[config.mk]
export PLATFORM = sky130hd
export DESIGN_NAME = spi_slave_param
export DESIGN_NICKNAME = d
export VERILOG_FILES = /design/src/rtl/spi_slave_param.sv
export SDC_FILE = /design/constraint.sdc
export NUM_CORES = 1
export LEC_CHECK = 0
export ABC_AREA = 0
export CORE_ASPECT_RATIO = 1.75
export CORE_MARGIN = 1.5
export CORE_UTILIZATION = 49
export DETAILED_ROUTE_END_ITERATION = 16
export GPL_ROUTABILITY_DRIVEN = 0
export PLACE_DENSITY_LB_ADDON = 0.1
export SYNTH_ARGS = -nofsm -noshare
export SYNTH_HDL_FRONTEND = slang
export SYNTH_SLANG_ARGS = --single-unit
export TNS_END_PERCENT = 100
[constraint.sdc]
create_clock -name clk -period 1.95 [get_ports clk]
set_input_delay 0.195 -clock clk [delete_from_list [all_inputs] [get_ports clk]]
set_output_delay 0.195 -clock clk [all_outputs]
set_load 0.02 [all_outputs]
[src/rtl/spi_slave_param.sv]
// SPI slave front-end for the single-port RAM: deserialises {cmd[1:0], payload} frames,
// serialises read data back on MISO, and flags aborted frames, bad read sequences and timeouts.
module spi_slave_param #(
    parameter int DATA_W     = 8,
    parameter int TX_TIMEOUT = 16
) (
    input  logic              clk,
    input  logic              rst,
    input  logic              SS_n,
    input  logic              MOSI,
    output logic              MISO,
    output logic [DATA_W+1:0] rx_data,
    output logic              rx_valid,
    input  logic [DATA_W-1:0] tx_data,
    input  logic              tx_valid,
    output logic              busy,
    output logic              err,
    output logic [1:0]        err_code
);

    localparam int FRAME_W = DATA_W + 2;
    localparam int CNT_MAX = (FRAME_W > TX_TIMEOUT) ? FRAME_W : TX_TIMEOUT;
    localparam int CNT_W   = $clog2(CNT_MAX + 1);

    localparam logic [CNT_W-1:0] FRAME_CNT = CNT_W'(FRAME_W);
    localparam logic [CNT_W-1:0] LAST_CNT  = CNT_W'(FRAME_W - 1);
    localparam logic [CNT_W-1:0] DATA_CNT  = CNT_W'(DATA_W);
    localparam logic [CNT_W-1:0] TMO_LAST  = CNT_W'(TX_TIMEOUT - 1);

    localparam logic [1:0] ERR_ABORT = 2'b01;
    localparam logic [1:0] ERR_RDSEQ = 2'b10;
    localparam logic [1:0] ERR_TMO   = 2'b11;

    typedef enum logic [2:0] {
        S_IDLE,
        S_RX,
        S_DONE,
        S_WAIT_TX,
        S_SHIFT_TX
    } state_t;

    state_t             state_q, state_d, decode_next;
    logic [CNT_W-1:0]   cnt_q, cnt_d;
    logic [FRAME_W-1:0] rx_shift_q, rx_shift_d;
    logic [DATA_W-1:0]  tx_shift_q, tx_shift_d;
    logic [FRAME_W-1:0] rx_data_q, rx_data_d;
    logic               rx_valid_q, rx_valid_d;
    logic               miso_q, miso_d;
    logic               err_q, err_d;
    logic [1:0]         err_code_q, err_code_d;
    logic               rd_seen_q, rd_seen_d;
    logic [1:0]         cmd;

    assign cmd = rx_shift_q[FRAME_W-1 -: 2];

    always_comb begin
        state_d     = state_q;
        cnt_d       = cnt_q;
        rx_shift_d  = rx_shift_q;
        tx_shift_d  = tx_shift_q;
        rx_data_d   = rx_data_q;
        rx_valid_d  = 1'b0;
        miso_d      = 1'b0;
        err_d       = 1'b0;
        err_code_d  = err_code_q;
        rd_seen_d   = rd_seen_q;
        decode_next = S_DONE;

        case (state_q)
            S_IDLE: begin
                if (!SS_n) begin
                    state_d    = S_RX;
                    rx_shift_d = {{(FRAME_W-1){1'b0}}, MOSI};
                    cnt_d      = CNT_W'(1);
                end
            end

            S_RX: begin
                if (cnt_q == FRAME_CNT) begin
                    rx_data_d  = rx_shift_q;
                    rx_valid_d = 1'b1;
                    cnt_d      = '0;
                    if (cmd == 2'b10) begin
                        rd_seen_d = 1'b1;
                    end else if (cmd == 2'b11) begin
                        if (rd_seen_q) begin
                            rd_seen_d   = 1'b0;
                            decode_next = S_WAIT_TX;
                        end else begin
                            err_d      = 1'b1;
                            err_code_d = ERR_RDSEQ;
                        end
                    end
                    state_d = SS_n ? S_IDLE : decode_next;
                end else if (SS_n && cnt_q != LAST_CNT) begin
                    state_d    = S_IDLE;
                    cnt_d      = '0;
                    err_d      = 1'b1;
                    err_code_d = ERR_ABORT;
                end else begin
                    // The final bit still counts if SS_n rises on the cycle it is sampled.
                    rx_shift_d = {rx_shift_q[FRAME_W-2:0], MOSI};
                    cnt_d      = cnt_q + CNT_W'(1);
                end
            end

            S_WAIT_TX: begin
                if (SS_n) begin
                    state_d    = S_IDLE;
                    cnt_d      = '0;
                    err_d      = 1'b1;
                    err_code_d = ERR_ABORT;
                end else if (tx_valid) begin
                    state_d    = S_SHIFT_TX;
                    miso_d     = tx_data[DATA_W-1];
                    tx_shift_d = tx_data << 1;
                    cnt_d      = CNT_W'(1);
                end else if (cnt_q == TMO_LAST) begin
                    state_d    = S_DONE;
                    cnt_d      = '0;
                    err_d      = 1'b1;
                    err_code_d = ERR_TMO;
                end else begin
                    cnt_d = cnt_q + CNT_W'(1);
                end
            end

            S_SHIFT_TX: begin
                if (SS_n) begin
                    state_d    = S_IDLE;
                    cnt_d      = '0;
                    err_d      = 1'b1;
                    err_code_d = ERR_ABORT;
                end else if (cnt_q == DATA_CNT) begin
                    state_d = S_DONE;
                    cnt_d   = '0;
                end else begin
                    miso_d     = tx_shift_q[DATA_W-1];
                    tx_shift_d = tx_shift_q << 1;
                    cnt_d      = cnt_q + CNT_W'(1);
                end
            end

            S_DONE: begin
                if (SS_n) begin
                    state_d = S_IDLE;
                end
            end

            default: begin
                state_d = S_IDLE;
                cnt_d   = '0;
            end
        endcase
    end

    always_ff @(posedge clk) begin
        if (rst) begin
            state_q    <= S_IDLE;
            cnt_q      <= '0;
            rx_shift_q <= '0;
            tx_shift_q <= '0;
            rx_data_q  <= '0;
            rx_valid_q <= 1'b0;
            miso_q     <= 1'b0;
            err_q      <= 1'b0;
            err_code_q <= 2'b00;
            rd_seen_q  <= 1'b0;
        end else begin
            state_q    <= state_d;
            cnt_q      <= cnt_d;
            rx_shift_q <= rx_shift_d;
            tx_shift_q <= tx_shift_d;
            rx_data_q  <= rx_data_d;
            rx_valid_q <= rx_valid_d;
            miso_q     <= miso_d;
            err_q      <= err_d;
            err_code_q <= err_code_d;
            rd_seen_q  <= rd_seen_d;
        end
    end

    assign MISO     = miso_q;
    assign rx_data  = rx_data_q;
    assign rx_valid = rx_valid_q;
    assign err      = err_q;
    assign err_code = err_code_q;
    assign busy     = (state_q != S_IDLE);

endmodule

Word-level counts from Yosys, hierarchy flattened
Cells that the tools add are included.
{"block": "classes", "n_addsub": 1, "n_eq_ne": 27, "n_mux": 60, "bitwise": 2, "n_reduce_logical": 15}
{"operator": "$mux 5", "n": 8}
{"operator": "$mux 8", "n": 4}
{"operator": "$mux 10", "n": 3}
{"operator": "$mux 3", "n": 10}
{"operator": "$pmux 5 s5", "n": 1}
{"operator": "$ne 3x3->1 const B", "n": 7}
{"operator": "$pmux 10 s2", "n": 1}
{"operator": "$mux 1", "n": 19}
{"operator": "$mux 2", "n": 9}
{"operator": "$ne 2x2->1 const B", "n": 9}
{"operator": "$pmux 8 s2", "n": 1}
{"operator": "$eq 5x4->1 const B", "n": 3}
{"operator": "$pmux 3 s5", "n": 1}
{"operator": "$reduce_and 5->1", "n": 2}
{"operator": "$reduce_and 8->1", "n": 1}
{"operator": "$eq 3x2->1 const B", "n": 2}
{"operator": "$pmux 2 s3", "n": 1}
{"operator": "$reduce_bool 2->1", "n": 3}
{"operator": "$reduce_bool 3->1", "n": 2}
{"operator": "$add 5x1->5 const B", "n": 1}
{"operator": "$ne 5x4->1 const B", "n": 1}
{"operator": "$eq 2x2->1 const B", "n": 2}
{"operator": "$ne 4x4->1 const B", "n": 1}
{"operator": "$reduce_and 2->1", "n": 2}
{"operator": "other kinds (10)", "n": 11}
{"block": "word_totals", "reg_bits": 42, "output_inout_bits": 16, "wordCells": 115}

Depth between registers and ports, before layout
{"block": "depth", "word_depth": 6, "ltp_mapped": 8, "depth_no_buf": 8}

Least setup slack after synthesis
No wires, ideal clock.
{"block": "synth_timing", "path_type": "reg-to-reg", "startpoint": "reg cnt_q[0]", "endpoint": "reg cnt_q[4]", "setup_ns": 0.067, "arrival_time_ns": 1.851, "slack_ns": 0.032, "path_stages_with_launch": 9, "synth_period_minus_slack_ns": 1.918, "path_cell_list": "dfxtp_1 > inv_1 > ha_1 > and4bb_1 > buf_6 > a2111oi_4 > buf_6 > o21bai_2 > a21oi_2"}
{"block": "synth_via", "elab_chain_cells": 5, "word_cells_on_any_way": 14, "classes_between": "1 x add/sub; 4 x eq/ne; 8 x mux; 1 x reduce/logical"}
{"item": "start, declared", "line": "43", "text": "logic [CNT_W-1:0] cnt_q, cnt_d;"}
{"item": "start signal, assigned", "line": "171", "text": "cnt_q <= cnt_d;"}
{"item": "$add 5x1->5, or another cell as far along", "line": "103, 124, 140"}
{"item": "$mux 5 or $logic_and 1x1->1 (tied branches)", "line": "118, 95"}
{"item": "$mux 5 (on tied branches)", "line": "113, 95"}
{"item": "$mux 5 (on tied branches)", "line": "108, 79"}
{"item": "$pmux 5 s5 (*)", "line": "69", "text": "case (state_q)"}
Mark *: on every way between the ends. The rest lies on a longest branch, timed or not.
A chain may end at the register's enable or synchronous reset.

Worst setup path after layout
{"block": "layout_timing", "startpoint": "reg cnt_q[1]", "endpoint": "reg state_q[1]"}
{"block": "layout_via", "elab_chain_cells": 4, "word_cells_on_any_way": 11, "classes_between": "7 x eq/ne; 2 x mux; 2 x reduce/logical"}
{"item": "$ne 5x4->1", "line": "95", "text": "end else if (SS_n && cnt_q != LAST_CNT) begin"}
{"item": "$logic_and 1x1->1", "line": "95"}
{"item": "$ne 3x3->1 (no line)"}
{"item": "$reduce_and 5->1 (no line)"}
{"item": "end signal, assigned", "line": "170", "text": "state_q <= state_d;"}
{"item": "end, declared", "line": "42", "text": "state_t state_q, state_d, decode_next;"}
Parallel ways exist; a longest one is shown, timed or not.

==> flow_metrics.py <==
metrics = {
    "detailed_routing": {
        "vias": 1923,
        "wl_per_cell_um": 14.18,
        "vias_per_cell": 5.706,
        "drtAntennaViolNets": 0,
        "routed_wirelength_mm": 4.780,
        "drc": 0,
        "dr.pass1.iters": 4,
        "dr.first_iter.drc_count": 36,
    },
    "logic_synthesis": {
        "ys_ff_latch": 41,
        "yosysTopAreaCellShare": 0.3938,
        "synthDistinctLibCells": 51,
        "synth_nets": 264,
        "ys_seq_area_frac": 0.3938,
        "synth_top_flop_cell": "dfxtp_1",
        "synth.avg_cell_area_sq_um": 8.508,
        "ys_warn_count": 0,
        "synthCells": 245,
        "synth_area_sq_mm": 0.002084,
        "synth_area_leaders": "dfxtp_1 (39%), a21oi_1 (7.9%), nand3_1 (5.5%), nand2_1 (4.5%), ha_1 (3.6%)",
        "yosys.area.top_type": "dfxtp_1",
        "async_reset_ff_frac": 0,
        "synth-edff-count": 0,
    },
    "cells_and_area": {
        "layout.nets": 307,
        "syn2layout_area_growth_pct": 30.79,
        "drive_gt1_frac": 0.1910,
        "final_common_cell": "dfxtp_1",
        "fillers": 349,
        "fin_area_sq_mm": 0.002726,
        "layout_common_cells": "dfxtp_1 (39), a21oi_1 (32), buf_4 (30)",
        "num_antenna_cells": 0,
    },
    "global_routing": {
        "grt.busiest_layer": "met2",
        "first_global_vias": 1762,
        "grt_util_met1": 0.2363,
        "grt_remaining_overflow": 0,
        "grt_start_max_net_pins": 26,
        "grtUsageMet3": 0.03512,
        "grt_use_met2": 0.4261,
        "grt_pass1_wl_mm": 7.969,
        "track_usage": 0.2236,
        "antenna_found_initial": 0,
    },
    "clock_tree": {
        "clockRootBuffer": "clkbuf_8",
        "clock-sinks": 41,
        "path_clk_slew_ps": 80,
        "worst_skew_pair.late_latency_ps": 290,
        "cts_made_buffers": 5,
        "cts_max_level": 2,
        "cts_tree": "built",
        "cts_max_path_buffers": 2,
    },
    "pwr": {
        "ir_worst_vdd_mv": 0.4782,
        "power_mw": 1.688,
        "power_density_mw_per_mm2": 619.3,
        "p_leak_nw": 1.022,
    },
    "worst_setup_path": {
        "worst-path-buf-inv": 1,
        "crit_path_end_kind": "flop",
        "cp_top_family": "simple AND/OR/NAND/NOR gates",
        "slowest_delay_ps": 500,
        "worstPathMaxFanout": 6,
        "critPathKind": "reg -> reg",
        "worstPathRequired_ps": 2180,
        "cp-start-kind": "flop",
        "cp_cell_sequence": "ha_2 > nand3_1 > inv_1 > ha_2 > nor2_1 > o2bb2ai_2 > or4_1 > a21oi_2",
        "critPathArrivalTime_ps": 2100,
        "cp_slowest_cell": "or4_1",
        "cp_common_cell": "ha_2",
    },
    "floorplanning": {
        "num_rows": 31,
        "die_area_sq_mm": 0.004670,
        "io_pins": 29,
        "core_area_sq_mm": 0.004111,
        "die-width_um": 52.31,
        "initial_core_util": 0.5070,
        "fp.dieH_um": 89.28,
    },
    "sta": {
        "fin_ws_ps": 82.08,
        "slew_headroom": 0.7331,
        "tightestPinTransition_ps": 397.0,
        "max_freq_mhz": 535.4,
        "whs_ps": 455.6,
        "skew_ps": 2.974,
        "min_period_ps": 1868,
        "grt_setup_unrepaired": "yes",
        "report.final.slew_viol_count": 0,
        "hold_viol": 0,
        "period_share": 0.9579,
        "tns_ps": 0,
        "finalSetupViolations": 0,
    },
    "placed_design": {
        "place_ws_ps": -114.1,
        "hpwl_mm": 3.555,
        "port_buffers": 28,
        "postPlaceCellArea_sq_mm": 0.002565,
    },
    "outcome": {
        "outcome": "complete, no violations",
    },
    "hold_path": {
        "hp-class": "reg -> reg",
    },
    "run": {
        "cap_viol_max_count": 0,
    },
}
## per-layer routing
metal,part of all wire,vias to the layer above
met2,0.58,28
met3,0.020,8
li1,-,974
met5,0,-
met4,0.019,0
met1,0.38,913
## flip-flops by register name, summed over array words and instances (netlist names)
signal and count:
err_code 2, rd_seen_q 1, rx_shift_q 10, state_q 3, rx_valid 1, cnt_q 5
rx_data 10, err 1, tx_shift_q 7, MISO 1
## power by group
| part | switching, mW | internal (mW) | total [mW] |
|---|---|---|---|
| logic | 0.0970 | 0.0813 | 0.178 |
| clock network | 0.285 | 0.372 | 0.657 |
| registers | 0.00820 | 0.845 | 0.853 |
| total | 0.390 | 1.30 | 1.69 |
## final cells by class
type | instances | area (sq um) | area share
Multi-Input combinational cell | 173 | 1179 | 0.4323
Sequential cell | 41 | 828.3 | 0.3038
Timing Repair Buffer | 59 | 524.3 | 0.1923
Clock buffer | 5 | 68.82 | 0.02524
Tap cell | 49 | 61.31 | 0.02249
Clock inverter | 2 | 35.03 | 0.01285
Inverter | 8 | 30.03 | 0.01101
## timing repair
item | in CTS | in global routing
hold buffers | 0 | 0
setup endpoints to repair | 5 | 21
gates resized for setup | 4 | 11
buffers inserted | 0 | 0
pin swaps | 1 | 2
## path summary, 6_finish.rpt
| check | startpoint | slack, ps | cells past startpoint | endpoint |
|---|---|---|---|---|
| worst max-delay path | cnt_q[1] | 80 | 8 | state_q[1] |
| worst min-delay path | rx_data[4] | 460 | 2 | rx_data[4] |
| worst max register to register | cnt_q[1] | 80 | 8 | state_q[1] |
| worst min register to register | rx_data[4] | 460 | 2 | rx_data[4] |
## cells by family (layout without fill, tap and decap cells)
kind of cell	after synthesis	in the layout	share of synthesized area
buf+inv	31	74	0.06543
flops	41	41	0.3938
xor+xnor	1	1	0.004202
simple gates	90	90	0.2353
mux	9	9	0.04442
fa+ha+maj	6	6	0.03601
compound gates	67	67	0.2209
## synthesized netlist by cell type, types with 2 or more instances
cell type	number
ha_1	6
a2111o_1	2
dfxtp_1	41
nand4_1	2
mux2i_1	7
o31ai_1	2
nor3_1	5
nor3b_1	3
buf_2	4
buf_6	2
clkbuf_1	16
o21ai_1	2
or4_1	2
nand3b_1	2
nor4bb_1	2
a31oi_1	2
inv_1	8
a32oi_1	2
nand2_1	25
nand2b_1	3
a21oi_1	33
o22ai_1	3
a311oi_1	6
a211oi_1	3
and2_1	2
nor2b_1	5
nand3_1	23
nor2_1	8
mux2_1	2
## worst register-to-register path, delay by kind of cell (launching register included)
kind                       cells  cell delay, ps
and+or+nand+nor                3             670
adders and majority gates      2             370
DFF                            1             370
AOI/OAI and AO/OA              2             320
buffers and inverters          1              80
## per-stage QoR
stage / instances / utilization
2_1_floorplan: 245 / -
3_3_place_gp: 330 / 0.6239
3_5_place_dp: 330 / 0.6239
4_1_cts: 337 / 0.6522
5_1_grt: 337 / 0.6631
6_report: 337 / 0.6631
Power figures use the tool's default switching activity.
